--- src/rtl/note_plotter.sv ---
// Note plotter: turns valve keys plus airflow level into a note id, waits
// until that id has been stable for HOLD_CYCLES, then erases the previous
// 4x4 note-head box and draws the new one through the VGA adapter's pixel
// write port, one pixel per cycle.
module note_plotter #(
  parameter logic [7:0] X_POS       = 8'd80,
  parameter logic [6:0] Y_BASE      = 7'd90,
  parameter int         STEP        = 3,
  parameter int         HOLD_CYCLES = 1000000
) (
  input  logic       clock,
  input  logic       resetn,
  input  logic [2:0] keys,
  input  logic [1:0] airflow,
  output logic [7:0] x,
  output logic [6:0] y,
  output logic [2:0] colour,
  output logic       plot,
  output logic       busy,
  output logic [3:0] note_id
);

  typedef enum logic [1:0] {
    IDLE  = 2'd0,
    ERASE = 2'd1,
    DRAW  = 2'd2
  } state_t;

  localparam logic [19:0] HOLD         = 20'(HOLD_CYCLES);
  localparam logic [6:0]  STEP7        = 7'(STEP);
  localparam logic [2:0]  COL_SHARP    = 3'b100;
  localparam logic [2:0]  COL_NATURAL  = 3'b001;
  localparam logic [2:0]  COL_ERASE    = 3'b111;

  // Staff position (0 = C4 line) for each note id.
  function automatic logic [2:0] pos_of(input logic [3:0] id);
    case (id)
      4'd1, 4'd2:   pos_of = 3'd0;
      4'd3, 4'd4:   pos_of = 3'd1;
      4'd5:         pos_of = 3'd2;
      4'd6, 4'd7:   pos_of = 3'd3;
      4'd8, 4'd9:   pos_of = 3'd4;
      4'd10, 4'd11: pos_of = 3'd5;
      4'd12:        pos_of = 3'd6;
      4'd13:        pos_of = 3'd7;
      default:      pos_of = 3'd0;
    endcase
  endfunction

  // Sharps share a staff position with their natural and differ by colour.
  function automatic logic is_sharp(input logic [3:0] id);
    case (id)
      4'd2, 4'd4, 4'd7, 4'd9, 4'd11: is_sharp = 1'b1;
      default:                       is_sharp = 1'b0;
    endcase
  endfunction

  state_t      state_q, state_d;
  logic [3:0]  cand;
  logic [3:0]  cand_q, cand_d;
  logic [19:0] cnt_q, cnt_d;
  logic        stable;
  logic [3:0]  note_id_q, note_id_d;
  logic [3:0]  target_q, target_d;
  logic [3:0]  idx_q, idx_d;
  logic [7:0]  x_q, x_d;
  logic [6:0]  y_q, y_d;
  logic [2:0]  colour_q, colour_d;
  logic        plot_q, plot_d;
  logic [3:0]  box_id;
  logic [2:0]  box_pos;
  logic [6:0]  y_top;
  logic [7:0]  pix_x;
  logic [6:0]  pix_y;

  // Decode keys and airflow into the candidate note id (0 = no note).
  always_comb begin
    // NOTE: every always_comb output gets a default first so no path can infer a latch.
    cand = 4'd0;
    case (airflow)
      2'b01: begin
        case (keys)
          3'b000:  cand = 4'd1;
          3'b111:  cand = 4'd2;
          3'b101:  cand = 4'd3;
          3'b011:  cand = 4'd4;
          3'b110:  cand = 4'd5;
          3'b100:  cand = 4'd6;
          3'b010:  cand = 4'd7;
          default: cand = 4'd0;
        endcase
      end
      2'b10: begin
        case (keys)
          3'b000:  cand = 4'd8;
          3'b011:  cand = 4'd9;
          3'b110:  cand = 4'd10;
          3'b100:  cand = 4'd11;
          3'b010:  cand = 4'd12;
          3'b001:  cand = 4'd13;
          default: cand = 4'd0;
        endcase
      end
      default: cand = 4'd0;
    endcase
  end

  // Stability filter: count cycles the candidate has held, saturating at HOLD.
  always_comb begin
    cand_d = cand;
    if (cand != cand_q) begin
      cnt_d = 20'd0;
    end else if (cnt_q == HOLD) begin
      cnt_d = HOLD;
    end else begin
      cnt_d = cnt_q + 20'd1;
    end
  end

  assign stable = (cnt_q == HOLD);

  // Box geometry: erase uses the note on screen, draw uses the latched target.
  always_comb begin
    box_id  = (state_q == ERASE) ? note_id_q : target_q;
    box_pos = pos_of(box_id);
    y_top   = Y_BASE - ({4'd0, box_pos} * STEP7);
    pix_x   = X_POS + {6'd0, idx_q[1:0]};
    pix_y   = y_top + {5'd0, idx_q[3:2]};
  end

  // Next-state and registered pixel-port values for the IDLE/ERASE/DRAW FSM.
  always_comb begin
    state_d   = state_q;
    note_id_d = note_id_q;
    target_d  = target_q;
    idx_d     = idx_q;
    x_d       = x_q;
    y_d       = y_q;
    colour_d  = colour_q;
    plot_d    = 1'b0;
    case (state_q)
      IDLE: begin
        if (stable && (cand_q != note_id_q)) begin
          target_d = cand_q;
          idx_d    = 4'd0;
          state_d  = (note_id_q != 4'd0) ? ERASE : DRAW;
        end
      end
      ERASE: begin
        plot_d   = 1'b1;
        x_d      = pix_x;
        y_d      = pix_y;
        colour_d = COL_ERASE;
        idx_d    = idx_q + 4'd1;
        if (idx_q == 4'd15) begin
          note_id_d = 4'd0;
          state_d   = (target_q != 4'd0) ? DRAW : IDLE;
        end
      end
      DRAW: begin
        plot_d   = 1'b1;
        x_d      = pix_x;
        y_d      = pix_y;
        colour_d = is_sharp(target_q) ? COL_SHARP : COL_NATURAL;
        idx_d    = idx_q + 4'd1;
        if (idx_q == 4'd15) begin
          note_id_d = target_q;
          state_d   = IDLE;
        end
      end
      default: begin
        state_d = IDLE;
      end
    endcase
  end

  // State, filter and pixel-port registers; reset abandons any pass in flight.
  always_ff @(posedge clock or negedge resetn) begin
    if (!resetn) begin
      state_q   <= IDLE;
      cand_q    <= 4'd0;
      cnt_q     <= 20'd0;
      note_id_q <= 4'd0;
      target_q  <= 4'd0;
      idx_q     <= 4'd0;
      x_q       <= 8'd0;
      y_q       <= 7'd0;
      colour_q  <= 3'd0;
      plot_q    <= 1'b0;
    end else begin
      // NOTE: non-blocking assignments so every flop samples pre-edge values.
      state_q   <= state_d;
      cand_q    <= cand_d;
      cnt_q     <= cnt_d;
      note_id_q <= note_id_d;
      target_q  <= target_d;
      idx_q     <= idx_d;
      x_q       <= x_d;
      y_q       <= y_d;
      colour_q  <= colour_d;
      plot_q    <= plot_d;
    end
  end

  assign x       = x_q;
  assign y       = y_q;
  assign colour  = colour_q;
  assign plot    = plot_q;
  assign busy    = (state_q != IDLE);
  assign note_id = note_id_q;

endmodule

--- config.mk ---
export PLATFORM = sky130hd
export DESIGN_NAME = note_plotter
export DESIGN_NICKNAME = d
export VERILOG_FILES = /design/src/rtl/note_plotter.sv
export SDC_FILE = /design/constraint.sdc
export NUM_CORES = 1
export LEC_CHECK = 0
export ABC_AREA = 1
export BUFFER_PORTS_ARGS = -buffer_cell sky130_fd_sc_hd__buf_2
export CAP_MARGIN = 10
export CORE_UTILIZATION = 50
export DETAILED_ROUTE_END_ITERATION = 6
export GPL_ROUTABILITY_DRIVEN = 0
export MAX_ROUTING_LAYER = met4
export PLACE_DENSITY = 0.67
export RECOVER_POWER = 25
export SYNTH_ARGS = -nofsm -noshare
export SYNTH_HDL_FRONTEND = slang
export SYNTH_SLANG_ARGS = --single-unit
--- constraint.sdc ---
create_clock -name clock -period 7.35 [get_ports clock]
set_input_delay 1.47 -clock clock [delete_from_list [all_inputs] [get_ports clock]]
set_output_delay 1.47 -clock clock [all_outputs]
set_load 0.1 [all_outputs]
==> impl_results.md <==
- Status: complete, but fails checks
- Violations in the final reports: capacitance limit, slew limit
- Commonest cells after routing, fill and taps aside: sky130_fd_sc_hd__nand2_1 (96), sky130_fd_sc_hd__inv_1 (62), sky130_fd_sc_hd__dfrtp_1 (50), sky130_fd_sc_hd__nor2_1 (33), sky130_fd_sc_hd__nand3_1 (28)
- Startpoint class of the critical path: input port
- Min-Delay Path Class: reg -> reg
- Leading cell type in the layout, fill and taps excluded: sky130_fd_sc_hd__nand2_1
- Count of nets after finishing: ~450
- Worst-case reg-to-reg path depth: 15
- Number of buffers inserted to repair setup after CTS: 0
- Clock share of power: a little over a third
- Max-slew violation count: 38
- Cell at the root of the clock tree: sky130_fd_sc_hd__clkbuf_8
- Vertical die dimension: slightly above 80 um
- Net switching share of the total power: 27.3%
- Start of the worst register-to-register path: state_q[1]$_DFFE_PN0P_
- Dominant cell type by count on the critical path: sky130_fd_sc_hd__clkbuf_1
- Initial antenna violation count: 0
- Final Hold Fails: 0
- Count of different cell masters after synthesis: 30
- RR Endpoint: y[3]$_DFFE_PN0P_
- Proportion of layout cells with a drive suffix above 1: 15.3%
- Maximum clock path buffer count: 2
- Number of CTS-inserted buffers: 5
- Number of sinks driven by the clock tree: 50
- Synthesized cell area: 3100 sq um
- TritonCTS clock tree: built
- Post-cts hold buffer count: 0
- Finished Cell Area: between 3000 and 4000 sq um
- Cell Pwr Density: roughly 160 nW/um^2
- Timing-limited maximum frequency: 0.290 GHz
- Antenna Nets Post-Route: 0
- Pre-CTS setup slack: between 4 and 5 ns
- Via-to-Cell Ratio: ~5.0
- Layout overhead on the synthesized area: 8.34%
- Launching element of the worst setup path: resetn
- Share of the core filled with cells in the final layout: 56.5%
- Worst setup skew after layout: about 0.007 ns
- Die Footprint: between 6000 and 7000 sq um
- Insertion delay to the later sink of the worst-skew pair: between 0.3 and 0.4 ns
- Clk slew on worst S/H paths: 0.10 ns
- Period minus WS final: about 3.4 ns
- Placeable Area: 5960 sq um
- Starting density of the core: around 52%
- R2r setup slk: roughly 4.2 ns
- Largest net degree at the start of global routing: 51
- Die width: 80.8 um
- Critical path type: in -> async
- Final antenna diode count: 0
- Gr ovfl total: 0
- Wire length reported by the detailed router: around 5800 um
- Transition time at the pin with the least slew margin: between 1.5 and 2 ns
- Synthesized instance count: 405
- CP Capture Point: cnt_q[8]$_DFF_PN0_
- Maximum fanout count along the critical path: 37
- Unrepaired setup endpoints after global routing: false
- Bufs and invs on worst path: 2
- Maximum single-stage delay on the critical path: approximately 1.5 ns
- Depth of the critical timing path with buffers and inverters included: 2
- Placed wire-length estimate: between 4000 and 5000 um
- Worst Path Arrival: approximately 3.5 ns
- Ratio of final minimum period to clock period: between 40% and 50%
- Max-Slew Margin vs Limit: -29.0%
- Number of top-level pins: 31
- Net switching power of the design: around 0.00015 W
- CTS-repair resized insts: 0
- Leakage power summed over all cells: 1.68 nW
- First-iteration detailed-routing DRC count: ~150
- Global-route wire length before repair: around 10,000 um
- Residual DRC: 0
- Setup crit end kind: async pin
- Slowest stage cell, crit path: sky130_fd_sc_hd__clkbuf_1
- MaxCap Viol Count: 1
- Critical Path, Cell by Cell: clkbuf_1, clkbuf_1
- Count of vias placed by the detailed router: 2,505
- Gate power share: 11.2%
- Family with the most delay on the worst path: buffers and inverters
- Via count of the first global-routing pass: between 2,000 and 2,500
- Pre-Repair DR Iteration Count: 4
- Warning count from the yosys run: 0
- Port bufs: 25
- Mean area per synthesized cell: between 7 and 8 sq um
- Fraction of power consumed by sequential logic: a little over half
- Number of fill cells in the layout: 577
- Sum of internal, switching and leakage power: 0.000544 W
- Site Rows: 28
- IR drop worst, VDD: 93.2 uV
- Setup-violating endpoint count in the final report: 0
- Part of the Yosys area used for sequential elements: approximately two fifths
- Routed wire length per instance: between 10 and 15 um
- Final Worst Setup Slack: approximately 3.9 ns
- H-Tree Depth: 2
- Internal power: ~0.0004 W
- Combined global-route utilization of all metal layers: 20.4%
- Worst endpoint required time: roughly 7.4 ns
- Seq cells post-synth: 50
- Total negative slack: 0 ns
- Post-DP Area: between 3000 and 4000 sq um
[worst min path at each step]
stage | start | endpoint | slack (ns) | depth (start not counted)
2_1_floorplan | state_q[1]$_DFFE_PN0P_ | state_q[1]$_DFFE_PN0P_ | 0.47 | 2
5_1_grt | y[3]$_DFFE_PN0P_ | y[3]$_DFFE_PN0P_ | 0.52 | 2
6_report | y[1]$_DFFE_PN0P_ | y[1]$_DFFE_PN0P_ | 0.47 | 2
3_3_place_gp | y[1]$_DFFE_PN0P_ | y[1]$_DFFE_PN0P_ | 0.45 | 2
3_5_place_dp | y[1]$_DFFE_PN0P_ | y[1]$_DFFE_PN0P_ | 0.45 | 2
4_1_cts | y[1]$_DFFE_PN0P_ | y[1]$_DFFE_PN0P_ | 0.48 | 2
[final cells by class]
| cell class | count | area, sq um | area share, % |
|---|---|---|---|
| Multi-Input combinational cell | 283 | 1540 | 45.7 |
| Sequential cell | 50 | 1250 | 37.2 |
| Inverter | 64 | 240 | 7.14 |
| Timing Repair Buffer | 26 | 128 | 3.79 |
| Tap cell | 75 | 93.8 | 2.79 |
| Clock buffer | 5 | 68.8 | 2.05 |
| Clock inverter | 3 | 43.8 | 1.30 |
[power groups by stage]
stage / clock network (W) / registers (W) / logic, W
after global routing: 0.000214 / 0.000285 / 0.0000691
after floorplan: 0 / 0.000288 / 0.0000523
after global placement: 0 / 0.000289 / 0.0000597
final: 0.000199 / 0.000284 / 0.0000607
after CTS: 0.000206 / 0.000284 / 0.0000612
after detailed placement: 0 / 0.000289 / 0.0000608
[cell families (layout without fill, tap and decap cells)]
family / after synthesis / after routing / share of synthesized area, %
AND/OR/NAND/NOR: 208 / 208 / 30.5
XOR/XNOR: 21 / 21 / 5.93
adder cells (fa/ha/maj): 15 / 15 / 6.53
AO/OA/AOI/OAI: 34 / 34 / 6.01
buffers and inverters: 76 / 98 / 10.6
other: 1 / 5 / 0.121
flip-flops: 50 / 50 / 40.3
[flip-flops by register name (all words and copies together) (netlist names), 2 cells and up]
register,flops
cand_q,4
cnt_q,20
colour,3
idx_q,4
note_id,4
state_q,2
target_q,4
x,3
y,5
[cells in the mapped netlist]
cell type                   n  share of area, %
sky130_fd_sc_hd__nand4_1    7               1.4
sky130_fd_sc_hd__nand3b_1   2              0.48
sky130_fd_sc_hd__inv_1     62               7.5
sky130_fd_sc_hd__nor2_2    24               4.8
sky130_fd_sc_hd__nand2_1   96                12
sky130_fd_sc_hd__inv_2      2              0.24
sky130_fd_sc_hd__dfrtp_1   50                40
sky130_fd_sc_hd__and2_1     1              0.20
sky130_fd_sc_hd__xnor2_1    3              0.85
sky130_fd_sc_hd__nor3_1    10               1.6
sky130_fd_sc_hd__nor2_1    33               4.0
sky130_fd_sc_hd__nand3_2    2              0.64
sky130_fd_sc_hd__conb_1     1              0.12
sky130_fd_sc_hd__nor2_4     1              0.36
sky130_fd_sc_hd__a21oi_1    5              0.81
sky130_fd_sc_hd__nand3_1   28               4.5
sky130_fd_sc_hd__xor2_1    18               5.1
sky130_fd_sc_hd__a21o_1     1              0.24
sky130_fd_sc_hd__ha_1      13               5.2
sky130_fd_sc_hd__o21ai_0   17               2.7
sky130_fd_sc_hd__o21a_1     1              0.24
sky130_fd_sc_hd__fa_1       2               1.3
sky130_fd_sc_hd__clkbuf_1   2              0.24
sky130_fd_sc_hd__o21ai_1    3              0.48
sky130_fd_sc_hd__o22ai_1    6               1.2
sky130_fd_sc_hd__buf_4      8               1.9
sky130_fd_sc_hd__a21oi_2    1              0.28
sky130_fd_sc_hd__or2_2      2              0.40
sky130_fd_sc_hd__buf_6      2              0.73
sky130_fd_sc_hd__nand2_2    2              0.40
[through the flow]
step,std cells,hold slack [ns]
after global routing,506,0.523
after detailed placement,497,0.454
after global placement,497,0.450
after floorplan,409,0.467
after CTS,505,0.479
final,506,0.473
[routing by layer]
layer | routed length, um | share of wire, % | vias up | GRT usage [%]
li1 | - | - | 1298 | -
met1 | 2970 | 51 | 1142 | 26.9
met2 | 2500 | 43 | 54 | 31.4
met3 | 202 | 3.5 | 11 | 3.82
met4 | 102 | 1.8 | 0 | 7.50
met5 | 0 | 0 | - | -
[tightest hold or removal path: cells and delay by family, from the launching register on]
family,cells,cell delay [ns]
DFF,1,0.35
and+or+nand+nor,2,0.09
(Power assumes the default switching activity.)
